## config.mk

```make
export PLATFORM = sky130hd
export DESIGN_NAME = slot_game_fsm
export DESIGN_NICKNAME = d
export VERILOG_FILES = /design/src/rtl/slot_game_fsm.sv
export SDC_FILE = /design/constraint.sdc
export NUM_CORES = 1
export LEC_CHECK = 0
export CAP_MARGIN = 20
export CORE_MARGIN = 10
export CORE_UTILIZATION = 35
export CTS_BUF_LIST = sky130_fd_sc_hd__clkbuf_4 sky130_fd_sc_hd__clkbuf_8
export CTS_CLUSTER_SIZE = 8
export DETAILED_ROUTE_END_ITERATION = 8
export PLACE_DENSITY_LB_ADDON = 0.2
export SETUP_SLACK_MARGIN = 0.02
export SYNTH_ARGS = -nofsm -noshare
export SYNTH_HDL_FRONTEND = slang
export SYNTH_SLANG_ARGS = --single-unit
```

## constraint.sdc

```tcl
create_clock -name clk -period 2.65 [get_ports clk]
set_clock_uncertainty 0.05 [all_clocks]
set_input_delay 0.53 -clock clk [delete_from_list [all_inputs] [get_ports clk]]
set_output_delay 0.53 -clock clk [all_outputs]
set_load 0.02 [all_outputs]
```

## src/rtl/slot_game_fsm.sv

```systemverilog
// Three-reel slot machine controller: credit handling, reel spin/stop,
// win evaluation with saturating payout and timed result hold.
module slot_game_fsm #(
  parameter int unsigned REEL_DIV     = 4000000,
  parameter int unsigned NUM_SYM      = 10,
  parameter int unsigned HOLD_CYCLES  = 100000000,
  parameter int unsigned PAYOUT       = 10,
  parameter int unsigned INIT_CREDITS = 20
) (
  input  logic       clk,
  input  logic       rst,
  input  logic       start,
  input  logic       stop,
  output logic [4:0] state,
  output logic [3:0] reel0,
  output logic [3:0] reel1,
  output logic [3:0] reel2,
  output logic [7:0] credits,
  output logic       win_pulse
);

  localparam int unsigned TW =
    (REEL_DIV > 1) ? $clog2(REEL_DIV) : 1;
  localparam int unsigned HW =
    (HOLD_CYCLES > 1) ? $clog2(HOLD_CYCLES) : 1;

  localparam logic [TW-1:0] TICK_MAX = TW'(REEL_DIV - 1);
  localparam logic [HW-1:0] HOLD_MAX = HW'(HOLD_CYCLES - 1);
  localparam logic [3:0]    SYM_MAX  = 4'(NUM_SYM - 1);
  localparam logic [8:0]    PAY9     =
    (PAYOUT > 255) ? 9'd255 : 9'(PAYOUT);

  localparam logic [3:0] R0_INIT = 4'd0;
  localparam logic [3:0] R1_INIT = 4'(3 % NUM_SYM);
  localparam logic [3:0] R2_INIT = 4'(6 % NUM_SYM);

  typedef enum logic [4:0] {
    IDLE  = 5'd0,
    SPIN3 = 5'd1,
    SPIN2 = 5'd2,
    SPIN1 = 5'd3,
    EVAL  = 5'd4,
    LOSE  = 5'd5,
    WIN   = 5'd7
  } state_t;

  state_t        st_q, st_d;
  logic [TW-1:0] tick_q, tick_d;
  logic [HW-1:0] hold_q, hold_d;
  logic [3:0]    r0_d, r1_d, r2_d;
  logic [7:0]    cred_d;
  logic          win_d;
  logic          spinning;
  logic          tick;
  logic          match;
  logic [8:0]    pay_sum;
  logic [7:0]    pay_sat;

  function automatic logic [3:0] adv(input logic [3:0] r);
    return (r == SYM_MAX) ? 4'd0 : r + 4'd1;
  endfunction

  assign spinning = (st_q == SPIN3) ||
                    (st_q == SPIN2) ||
                    (st_q == SPIN1);
  assign tick    = spinning && (tick_q == TICK_MAX);
  assign match   = (reel0 == reel1) && (reel1 == reel2);
  assign pay_sum = {1'b0, credits} + PAY9;
  assign pay_sat = pay_sum[8] ? 8'hFF : pay_sum[7:0];
  assign state   = st_q;

  always_ff @(posedge clk or negedge rst) begin
    if (!rst) begin
      st_q      <= IDLE;
      tick_q    <= '0;
      hold_q    <= '0;
      reel0     <= R0_INIT;
      reel1     <= R1_INIT;
      reel2     <= R2_INIT;
      credits   <= 8'(INIT_CREDITS);
      win_pulse <= 1'b0;
    end else begin
      st_q      <= st_d;
      tick_q    <= tick_d;
      hold_q    <= hold_d;
      reel0     <= r0_d;
      reel1     <= r1_d;
      reel2     <= r2_d;
      credits   <= cred_d;
      win_pulse <= win_d;
    end
  end

  always_comb begin
    st_d   = st_q;
    tick_d = '0;
    hold_d = '0;
    r0_d   = reel0;
    r1_d   = reel1;
    r2_d   = reel2;
    cred_d = credits;
    win_d  = 1'b0;

    if (spinning)
      tick_d = tick ? '0 : tick_q + 1'b1;

    // the stop edge itself freezes the reel it targets
    if (tick) begin
      if (st_q == SPIN3 && !stop)
        r0_d = adv(reel0);
      if (st_q == SPIN3 || (st_q == SPIN2 && !stop))
        r1_d = adv(reel1);
      if (st_q != SPIN1 || !stop)
        r2_d = adv(reel2);
    end

    unique case (st_q)
      IDLE: begin
        if (start && credits != 8'd0) begin
          st_d   = SPIN3;
          cred_d = credits - 8'd1;
        end
      end
      SPIN3: if (stop) st_d = SPIN2;
      SPIN2: if (stop) st_d = SPIN1;
      SPIN1: if (stop) st_d = EVAL;
      EVAL: begin
        if (match) begin
          st_d   = WIN;
          cred_d = pay_sat;
          win_d  = 1'b1;
        end else begin
          st_d = LOSE;
        end
      end
      WIN, LOSE: begin
        if (hold_q == HOLD_MAX)
          st_d = IDLE;
        else
          hold_d = hold_q + 1'b1;
      end
      default: st_d = IDLE;
    endcase
  end

endmodule

```

== After elaboration in Yosys (flattened, before gate mapping) ==
Cells that the tools add are included.

* $add $sub $neg: 7
* Reductions and logical operators: 19
* Equal/unequal tests: 20
* Mux-type cells: 20

{| class="wikitable"
|+ Operators with widths
! kind !! number
|-
| 27-bit 2-to-1 mux || 2
|-
| 22-bit 2-to-1 mux || 2
|-
| 5-bit case mux with 6 select lines || 1
|-
| 27-bit by 1-bit adder with 27-bit output (second input constant) || 1
|-
| 27-bit equality test (second input constant) || 1
|-
| 5-bit 2-to-1 mux || 5
|-
| 8-bit 2-to-1 mux || 3
|-
| 22-bit by 1-bit adder with 22-bit output (second input constant) || 1
|-
| 22-bit equality test (second input constant) || 1
|-
| 8-bit case mux with 2 select lines || 1
|-
| 5-bit by 3-bit equality test with 1-bit output (second input constant) || 3
|-
| 4-bit by 1-bit adder with 4-bit output (second input constant) || 3
|-
| 4-bit equality test (second input constant) || 3
|-
| 4-bit 2-to-1 mux || 3
|-
| 2-bit inequality test (second input constant) || 6
|-
| 5-bit by 2-bit equality test with 1-bit output (second input constant) || 2
|-
| 8-bit by 4-bit adder with 9-bit output (second input constant) || 1
|-
| 4-bit equality test || 2
|-
| 8-bit nonzero test || 1
|-
| 8-bit by 1-bit subtractor with 8-bit output (second input constant) || 1
|-
| 2-bit AND reduction || 3
|-
| 5-bit by 1-bit equality test with 1-bit output (second input constant) || 1
|-
| 1-bit logical AND || 5
|-
| 5-bit logical NOT || 1
|-
| other kinds (9) || 13
|}

* Input bits: 4
* Word-level logic and storage cells: 74
* Output and inout bits: 26
* Bits in registers: 75

== Depth between registers and ports, before layout ==
Gate-level depths: netlist of the first run.

* Word-level depth: 6
* Mapped depth: 8
* Mapped depth without buffers: 7

== Worst setup path after synthesis of the first run ==
No wires, ideal clock.

* Kind: register -> register
* Start point: register credits[2]
* End point: register credits[7]
* Buffers on the path: 0
* Arrival time: 1,941 ps
* Required time: 2,518 ps
* Path slack: 577 ps
* Setup time: 82 ps
* Stages on the path, launching flop included: 8
* Period minus slack after synthesis: 2,073 ps
* Cells stage by stage: dfstp_2 inv_1 ha_1 a21boi_0 nor4b_1 a211o_1 o31ai_1 a31oi_1

* Cells in the longest elaborated chain, start to end: 4
* Elaborated cells on any way between the ends: 10
* Classes of those cells: add/sub (2); eq/ne (1); mux (4); reduce/logical (3)

{| class="wikitable"
|+ RTL lines
! what !! line !! source
|-
| start: declaration || 18 || <nowiki>output logic [7:0] credits,</nowiki>
|-
| start signal: assignment || 80 || <nowiki>credits <= 8'(INIT_CREDITS);</nowiki>
|-
| start signal: assignment || 89 || <nowiki>credits <= cred_d;</nowiki>
|-
| 8-bit by 4-bit adder with 9-bit output / 8-bit nonzero test (equally long branches) || 68, 119 ||
|-
| 8-bit 2-to-1 mux / 1-bit logical AND (equally long branches) || 69, 119 ||
|-
| 8-bit 2-to-1 mux / 2-bit inequality test (equally long branches) || n/a ||
|-
| 8-bit case mux with 2 select lines / 3-bit AND reduction (equally long branches) || n/a ||
|}

Parallel ways exist; a longest one is shown, timed or not. The select of a mux whose other input is x is not followed.
A chain may end at the register's enable or synchronous reset.

== Worst setup path in the final report of the first run ==
* Start point: register st_q[2], in the netlist state[2]
* End point: output port state[2]

{| class="wikitable"
|+ RTL lines
! what !! line !! source
|-
| start: declaration || 47 || <nowiki>state_t st_q, st_d;</nowiki>
|-
| start signal: assignment || 83 || <nowiki>st_q <= st_d;</nowiki>
|-
| end: declaration || 14 || <nowiki>output logic [4:0] state,</nowiki>
|}

No word-level cell between the ends.

==> flow_summary_export.csv, run 1 <==
group,metric,value,unit
status,outcome,"finished clean",
timing,min_period,2260,ps
pwr,seqPwrFrac,42.6,%
detailed_routing,wirelength,8820,um
detailed_routing,via_per_inst,5.30,
pwr,p_sw,0.00108,W
pwr,vdd_drop_max,0.362,mV
timing,setup-tns-final,0,ps
critical_path,crit_chain,"clkdlybuf4s50_1",
synth,ys_top_cells_by_area,"dfrtp_1 41%, xor2_1 7.7%, nor2_1 5.9%",
synth,synth_seq_cells,73,
grt,grt_pass1_wl,15000,um
critical_path,max_stage_delay,700,ps
pwr,power_leakage,2.01,nW
floorplan,rows,39,
synth,synth_top_cell_by_area,"dfrtp_1",
layout,design_area,4740,um^2
timing,slew_viol_final,0,
synth,yosys_warnings,0,
synth,syn_inst,428,
clock_tree,cts-root-buf,"clkbuf_8",
place,gp_routability_congestion,0.797,
worst_hold_path,min_path_type,"input port to asynchronous set/reset pin",
detailed_routing,final_antenna_net_count,0,
clock_tree,cts_tree,"yes",
critical_path,start_kind,"flop",
critical_path,critPathArrivalTime,1680,ps
timing,setup_viol,0,
place,placed_area,4530,um^2
layout,syn2layout_area_growth,15.2,%
critical_path,crit_slowest_cell,"clkdlybuf4s50_1",
clock_tree,cts_buffer_depth,2,
detailed_routing,wire_per_inst,14.6,um
critical_path,path_delay_family,"buffers and inverters",
timing,setup_ws,395,ps
clock_tree,cts.repair.resized,0,
critical_path,required,2070,ps
timing,max_freq,443,MHz
detailed_routing,drcViolationCount,0,
layout,layout-drive-gt1-share,10.8,%
layout,final_nets,469,
floorplan,start_util,35.9,%
critical_path,cp-end-kind,"output pin",
synth,synthArstFlopShare,100,%
synth,synth_edf_count,0,
detailed_routing,drtIter0Drc,215,
clock_tree,clkTransAtPathRegs,70,ps
critical_path,crit_buf_inv,1,
clock_tree,clock-sinks,73,
critical_path,critPathKind,"flop to output pin",
synth,synth_top_area_share,40.7,%
place,dp_hpwl,6100,um
clock_tree,clock_latency,350,ps
clock_tree,post_cts_buffers,0,
job,drv_cap,0,
timing,tightest_slew,742,ps
layout,n_antenna_cell,0,
grt,grt.total_usage,10.9,%
detailed_routing,num_vias,3204,
floorplan,pin_count,30,
floorplan,die_w,128,um
grt,antenna_found_initial,0,
synth,yosysMostFrequentCell,"dfrtp_1",
floorplan,die_y,128,um
synth,ys.flop_type,"dfrtp_1",
timing,slew_headroom,50.1,%
synth,synth_area_per_cell,9.62,um^2
clock_tree,cts-htree-levels,3,
synth,synth_commonest_cells,"67 x dfrtp_1, 65 x nor2_1, 36 x xor2_1",
pwr,sw_frac_of_total,34.1,%
synth,seq_area_frac_synth,44.5,%
floorplan,die_area,16500,um^2
place,portBuffers,27,
grt,grt_max_degree,50,
grt,grt-ovfl-total,0,
critical_path,critPathMaxFanout,17,
place,placed_cells,590,
timing,finalHoldViolations,0,
pwr,power.density,667,nW/um^2
synth,ys_types,65,
timing,holdWs,146,ps
grt,grt_pass1_vias,3116,
floorplan,core_area,11500,um^2
detailed_routing,dr.pass1.iters,4,
clock_tree,holdBufCountCts,0,
place,dp_slack,277,ps
layout,finalNonFillerCells,605,
pwr,p_comb_share,26.4,%
clock_tree,cts_buffers,9,
pwr,clockPowerShare,31.0,%
timing,rsz0062_at_grt,"no",
synth,netlist_area,4120,um^2
pwr,intPower,0.00209,W
timing,period_share,85.1,%
-- kinds of logic after synthesis --
| family | synth area share [%] |
|---|---|
| AO/OA/AOI/OAI | 8.78 |
| XOR/XNOR | 10.8 |
| adder cells (fa/ha/maj) | 2.13 |
| buffers and inverters | 4.04 |
| flip-flops | 44.5 |
| multiplexers | 1.22 |
| other | 0.0911 |
| AND/OR/NAND/NOR | 28.3 |
-- placed cells by master, fill, tap and decap left out, types with 3 or more instances in the layout --
cell type and count:
and2_1 3, o22ai_1 3, a21oi_1 6, a31oi_1 4
buf_4 8, a21o_1 3, and4_1 6, nand3_1 28
ha_1 7, nand2_1 30, o31ai_1 3, clkdlybuf4s50_1 26
nor2_1 65, a22oi_1 5, inv_1 13, nand4_1 19
dfstp_2 6, xor2_1 36, clkbuf_8 10, a22o_1 3
xnor2_1 15, o21ai_0 7, or3_1 8, dfrtp_1 67
nor4b_1 4, nand2b_1 5, nor2b_1 5, and3_1 7
nor4_1 4
-- worst reg2reg max path: stages (launching register included) --
cell and delay [ps]:
dfrtp_1 440, ha_1 310, nand3_1 130, or2_0 360, nor4b_4 420, nand2_2 90
mux2_4 290
-- routing by layer --
metal	up-vias	share of wire (%)	global-route usage, %
met3	13	4.6	2.79
met5	-	0	0
li1	1570	-	-
met1	1561	48	13.8
met4	0	2.1	5.10
met2	60	46	17.1
-- path summary, 6_finish.rpt --
path                                 from          to  slack, ps  cells after the start
worst max-delay path             state[2]    state[2]        390                      1
worst min-delay path                  rst  credits[1]        150                      1
worst max register to register  tick_q[0]    reel0[1]        450                      6
worst min register to register  hold_q[0]   hold_q[0]        440                      1
max in group asynchronous             rst    reel2[2]       1760                      2
min in group clk                hold_q[0]   hold_q[0]        440                      1
-- power groups by stage --
stage               Clock [W]  Combinational [W]  Sequential (W)
floorplan                   0           0.000589         0.00137
detailed placement          0           0.000849         0.00137
global placement            0           0.000837         0.00137
global route          0.00106           0.000938         0.00137
CTS                   0.00101           0.000851         0.00135
finish               0.000981           0.000836         0.00135
-- per-stage QoR --
step           utilization [%]  power (W)
3_3_place_gp              39.5    0.00220
4_1_cts                   41.4    0.00321
3_5_place_dp              39.5    0.00222
6_report                  41.4    0.00317
2_1_floorplan                -    0.00196
5_1_grt                   41.4    0.00337
-- final cells by class --
class	count	area [um^2]
clock inverters	3	65.1
repair buffers	35	340
clock buffers	12	153
multi-input cells	325	2120
well taps	143	179
flip-flops and latches	73	1830
fillers	1096	6720
inverters	14	52.6
-- registers in the layout, summed over array words and instances (netlist names) --
signal     cells
win_pulse      1
state          3
reel2          4
hold_q        27
reel1          4
tick_q        22
credits        8
reel0          4
(Power assumes the default switching activity.)
==> inputs of run 2 (changes only) <==
--- a/config.mk
+++ b/config.mk
@@ -9,7 +9,7 @@
 export CORE_MARGIN = 10
 export CORE_UTILIZATION = 35
 export CTS_BUF_LIST = sky130_fd_sc_hd__clkbuf_4 sky130_fd_sc_hd__clkbuf_8
-export CTS_CLUSTER_SIZE = 8
+export CTS_CLUSTER_SIZE = 30
 export DETAILED_ROUTE_END_ITERATION = 8
 export PLACE_DENSITY_LB_ADDON = 0.2
 export SETUP_SLACK_MARGIN = 0.02
==> constraint.sdc (replaced) <==
create_clock -name clk -period 2.9 [get_ports clk]
set_clock_uncertainty 0.05 [all_clocks]
set_input_delay 0.58 -clock clk [delete_from_list [all_inputs] [get_ports clk]]
set_output_delay 0.58 -clock clk [all_outputs]
set_load 0.02 [all_outputs]
==> flow_summary_export.csv, run 2 (synthesized netlist as in run 1, its figures left out) <==
group,metric,value,unit
layout,final_cell_mix,"67 x dfrtp_1, 65 x nor2_1, 36 x xor2_1",
critical_path,crit_chain,"clkdlybuf4s50_1",
layout,regMostFlops,"hold_q",
critical_path,start_kind,"flop",
detailed_routing,final_antenna_net_count,0,
critical_path,critPathKind,"flop to output pin",
layout,n_antenna_cell,0,
grt,antenna_found_initial,0,
critical_path,crit_buf_inv,1,
grt,grt_max_degree,74,
detailed_routing,wire_per_inst,14.6,um
clock_tree,cts_tree,"yes",
critical_path,critPathArrivalTime,1700,ps
layout,top_regs,"hold_q: 27 flops, tick_q: 22 flops, credits: 8 flops",
detailed_routing,via_per_inst,5.26,
worst_hold_path,min_path_type,"input port to asynchronous set/reset pin",
floorplan,core_area,11500,um^2
detailed_routing,drcViolationCount,0,
timing,tightest_slew,920,ps
critical_path,crit_slowest_cell,"clkdlybuf4s50_1",
detailed_routing,wirelength,8770,um
grt,grt-ovfl-total,0,
clock_tree,cts-htree-levels,3,
timing,min_period,2330,ps
layout,final_nets,465,
clock_tree,clock_latency,360,ps
layout,design_area,4690,um^2
clock_tree,clock-sinks,73,
pwr,vdd_drop_max,0.457,mV
clock_tree,clkTransAtPathRegs,80,ps
clock_tree,post_cts_buffers,0,
pwr,power_leakage,1.98,nW
detailed_routing,drtIter0Drc,277,
layout,layout-drive-gt1-share,10.2,%
clock_tree,cts-root-buf,"clkbuf_8",
floorplan,pin_count,30,
timing,period_share,80.4,%
grt,grt_pass1_wl,15100,um
critical_path,critPathMaxFanout,17,
grt,grt_pass1_vias,3056,
clock_tree,cts_buffer_depth,2,
place,placed_area,4480,um^2
critical_path,required,2270,ps
status,outcome,"finished clean",
floorplan,die_area,16500,um^2
floorplan,rows,39,
floorplan,die_w,128,um
clock_tree,cts.repair.resized,0,
layout,layout_commonest_cell,"dfrtp_1",
layout,register_area,1830,um^2
detailed_routing,dr.pass1.iters,4,
clock_tree,holdBufCountCts,0,
layout,syn2layout_area_growth,13.8,%
critical_path,max_stage_delay,700,ps
critical_path,cp-end-kind,"output pin",
timing,slew_headroom,38.6,%
clock_tree,cts_buffers,9,
layout,multiInputGateArea,2120,um^2
timing,finalHoldViolations,0,
pwr,power.density,601,nW/um^2
job,drv_cap,0,
layout,fillers,1120,
timing,setup-tns-final,0,ps
floorplan,start_util,35.9,%
timing,slew_viol_final,0,
place,gp_routability_congestion,0.766,
detailed_routing,num_vias,3166,
grt,grt.total_usage,10.9,%
place,portBuffers,27,
timing,max_freq,429,MHz
timing,rsz0062_at_grt,"no",
place,dp_hpwl,6010,um
critical_path,path_delay_family,"buffers and inverters",
layout,largest_register_ffs,27,
timing,setup_viol,0,
floorplan,die_y,128,um
pwr,total_power,0.00282,W
run 2: changes by cell type in the layout (fill, tap and decap cells not counted):
cell        delta
buf_4          -3
clkinv_4       +1
clkbuf_4       -1
buf_12         -1
bufinv_16      -1
clkinvlp_4     +1
clkinv_2       +1
run 2: stage by stage:
step                worst slack [ps]  std cells  util (%)  hold slack [ps]
floorplan                        827        429         -              234
global placement                 473        586      39.1              434
detailed placement               429        586      39.1              440
CTS                              559        602      40.9              339
global route                     423        602      40.9              376
finish                           570        602      40.9              289
run 2: worst paths after layout:
kind / from / to / slack, ps / cells after the start
min in group clk: hold_q[0] / hold_q[0] / 440 / 1
max in group asynchronous: rst / tick_q[17] / 1900 / 1
worst min-delay path: rst / credits[1] / 290 / 1
worst max register to register: state[1] / reel2[1] / 600 / 5
worst min register to register: hold_q[0] / hold_q[0] / 440 / 1
worst max-delay path: state[2] / state[2] / 570 / 1
run 2: area by class of cell:
| type | instances | share of cell area [%] |
|---|---|---|
| Clock inverter | 5 | 1.20 |
| Multi-Input combinational cell | 325 | 45.3 |
| Inverter | 14 | 1.12 |
| Clock buffer | 11 | 3.10 |
| Timing Repair Buffer | 31 | 6.36 |
| Sequential cell | 73 | 39.1 |
| Tap cell | 143 | 3.82 |
run 2: power breakdown:
group	switching, W	total (W)	internal (W)
logic	0.000485	0.000766	0.000280
registers	0.000128	0.00122	0.00110
clock network	0.000396	0.000825	0.000429
run 2: routing by layer:
layer / track usage (%) / share of wire [%]
met1: 14.1 / 47
met2: 16.8 / 45
met5: 0 / 0
met3: 3.45 / 5.9
met4: 3.97 / 1.5
==> inputs of run 3 (changes only) <==
==> constraint.sdc (replaced) <==
create_clock -name clk -period 2.1 [get_ports clk]
set_clock_uncertainty 0.05 [all_clocks]
set_input_delay 0.42 -clock clk [delete_from_list [all_inputs] [get_ports clk]]
set_output_delay 0.42 -clock clk [all_outputs]
set_load 0.02 [all_outputs]
==> flow_summary_export.csv, run 3 (synthesized netlist as in run 1, its figures left out) <==
group,metric,value,unit
pwr,vdd_drop_max,0.512,mV
clock_tree,clkTransAtPathRegs,80,ps
critical_path,critPathKind,"flop to output pin",
layout,design_area,5100,um^2
detailed_routing,drcViolationCount,0,
grt,grt-ovfl-total,0,
grt,grt_max_degree,42,
critical_path,start_kind,"flop",
layout,largest_register_ffs,27,
timing,max_freq,498,MHz
critical_path,critPathArrivalTime,1540,ps
timing,rsz0062_at_grt,"no",
layout,top_regs,"hold_q: 27 flops, tick_q: 22 flops, credits: 8 flops",
detailed_routing,drtIter0Drc,209,
layout,final_cell_mix,"66 x dfrtp_1, 65 x nor2_1, 41 x buf_4",
pwr,power.density,839,nW/um^2
layout,syn2layout_area_growth,23.8,%
detailed_routing,final_antenna_net_count,0,
layout,n_antenna_cell,0,
floorplan,rows,39,
layout,regMostFlops,"hold_q",
place,placed_area,4790,um^2
layout,final_nets,505,
clock_tree,post_cts_buffers,0,
critical_path,crit_buf_inv,1,
clock_tree,cts_buffers,9,
floorplan,pin_count,30,
worst_hold_path,min_path_type,"flop to flop",
floorplan,die_y,128,um
critical_path,crit_chain,"clkdlybuf4s50_1",
clock_tree,clock_latency,360,ps
layout,layout_commonest_cell,"dfrtp_1",
layout,layout-drive-gt1-share,18.2,%
critical_path,max_stage_delay,610,ps
grt,grt.total_usage,11.6,%
floorplan,die_w,128,um
detailed_routing,num_vias,3273,
place,gp_routability_congestion,0.845,
timing,min_period,2010,ps
pwr,total_power,0.00428,W
grt,grt_pass1_wl,15700,um
critical_path,crit_slowest_cell,"clkdlybuf4s50_1",
job,drv_cap,0,
pwr,power_leakage,2.28,nW
place,dp_hpwl,6460,um
timing,holdWs,430,ps
detailed_routing,dr.pass1.iters,4,
grt,grt_pass1_vias,3255,
critical_path,critPathMaxFanout,5,
status,outcome,"finished clean",
timing,setup_viol,0,
clock_tree,cts-root-buf,"clkbuf_8",
critical_path,path_delay_family,"buffers and inverters",
timing,setup_ws,90.1,ps
place,dp_slack,-48.5,ps
timing,period_share,95.7,%
clock_tree,cts_buffer_depth,2,
floorplan,die_area,16500,um^2
critical_path,required,1630,ps
clock_tree,cts-htree-levels,3,
detailed_routing,wire_per_inst,14.3,um
clock_tree,cts_tree,"yes",
detailed_routing,wirelength,9150,um
floorplan,core_area,11500,um^2
detailed_routing,via_per_inst,5.10,
clock_tree,clock-sinks,73,
layout,fillers,1149,
grt,antenna_found_initial,0,
place,portBuffers,27,
critical_path,cp-end-kind,"output pin",
timing,finalHoldViolations,0,
timing,slew_viol_final,0,
floorplan,start_util,35.9,%
## run 3: changes by cell type in the layout (fill, tap and decap cells not counted), moves of 2 or more
| cell | delta |
|---|---|
| clkdlybuf4s50_1 | -8 |
| dlygate4sd2_1 | +3 |
| dlymetal6s2s_1 | +5 |
| buf_4 | +36 |
| buf_12 | +2 |
## run 3: report_power, final
group / switching (W) / internal [W] / total [W]
registers: 0.000140 / 0.00152 / 0.00166
clock network: 0.000543 / 0.000713 / 0.00126
logic: 0.000785 / 0.000583 / 0.00137
## run 3: layout make-up
type	count	area, um^2	share of cell area (%)
multi-input combinational	325	2150	42.3
sequential	73	1840	36.0
timing repair buffer	71	652	12.8
tap	143	179	3.51
clock buffer	11	145	2.85
clock inverter	5	80.1	1.57
inverter	14	52.6	1.03
## run 3: timing repair
| item | CTS | global route |
|---|---|---|
| gates resized for setup | 5 | 11 |
| pin swaps | 0 | 3 |
| endpoints found under the hold margin | 26 | 0 |
| setup endpoints to repair | 6 | 56 |
| cloned | 0 | 1 |
| hold buffers | 1 | 0 |
## run 3: worst paths after layout
path	depth (start not counted)	slack, ps	end	start
worst max register to register	6	140	credits[1]	credits[2]
min in group asynchronous	2	490	credits[0]	rst
worst min-delay path	1	430	hold_q[0]	hold_q[0]
worst min register to register	1	430	hold_q[0]	hold_q[0]
worst max-delay path	1	90	reel1[0]	reel1[0]
max in group asynchronous	3	920	tick_q[19]	rst
## run 3: through the flow
stage | std cells | utilization, % | TNS, ps
4_1_cts | 641 | 43.9 | 0
3_5_place_dp | 624 | 41.8 | -155
2_1_floorplan | 429 | - | 0
3_3_place_gp | 624 | 41.8 | -124
5_1_grt | 642 | 44.5 | 0
6_report | 642 | 44.5 | 0
## run 3: per-layer routing
layer	wire, um	part of all wire [%]	global-route usage, %	vias to the layer above
li1	-	-	-	1643
met5	0	0	0	-
met2	4230	46	17.9	64
met3	520	5.7	3.08	14
met4	157	1.7	5.03	0
met1	4240	46	14.9	1552
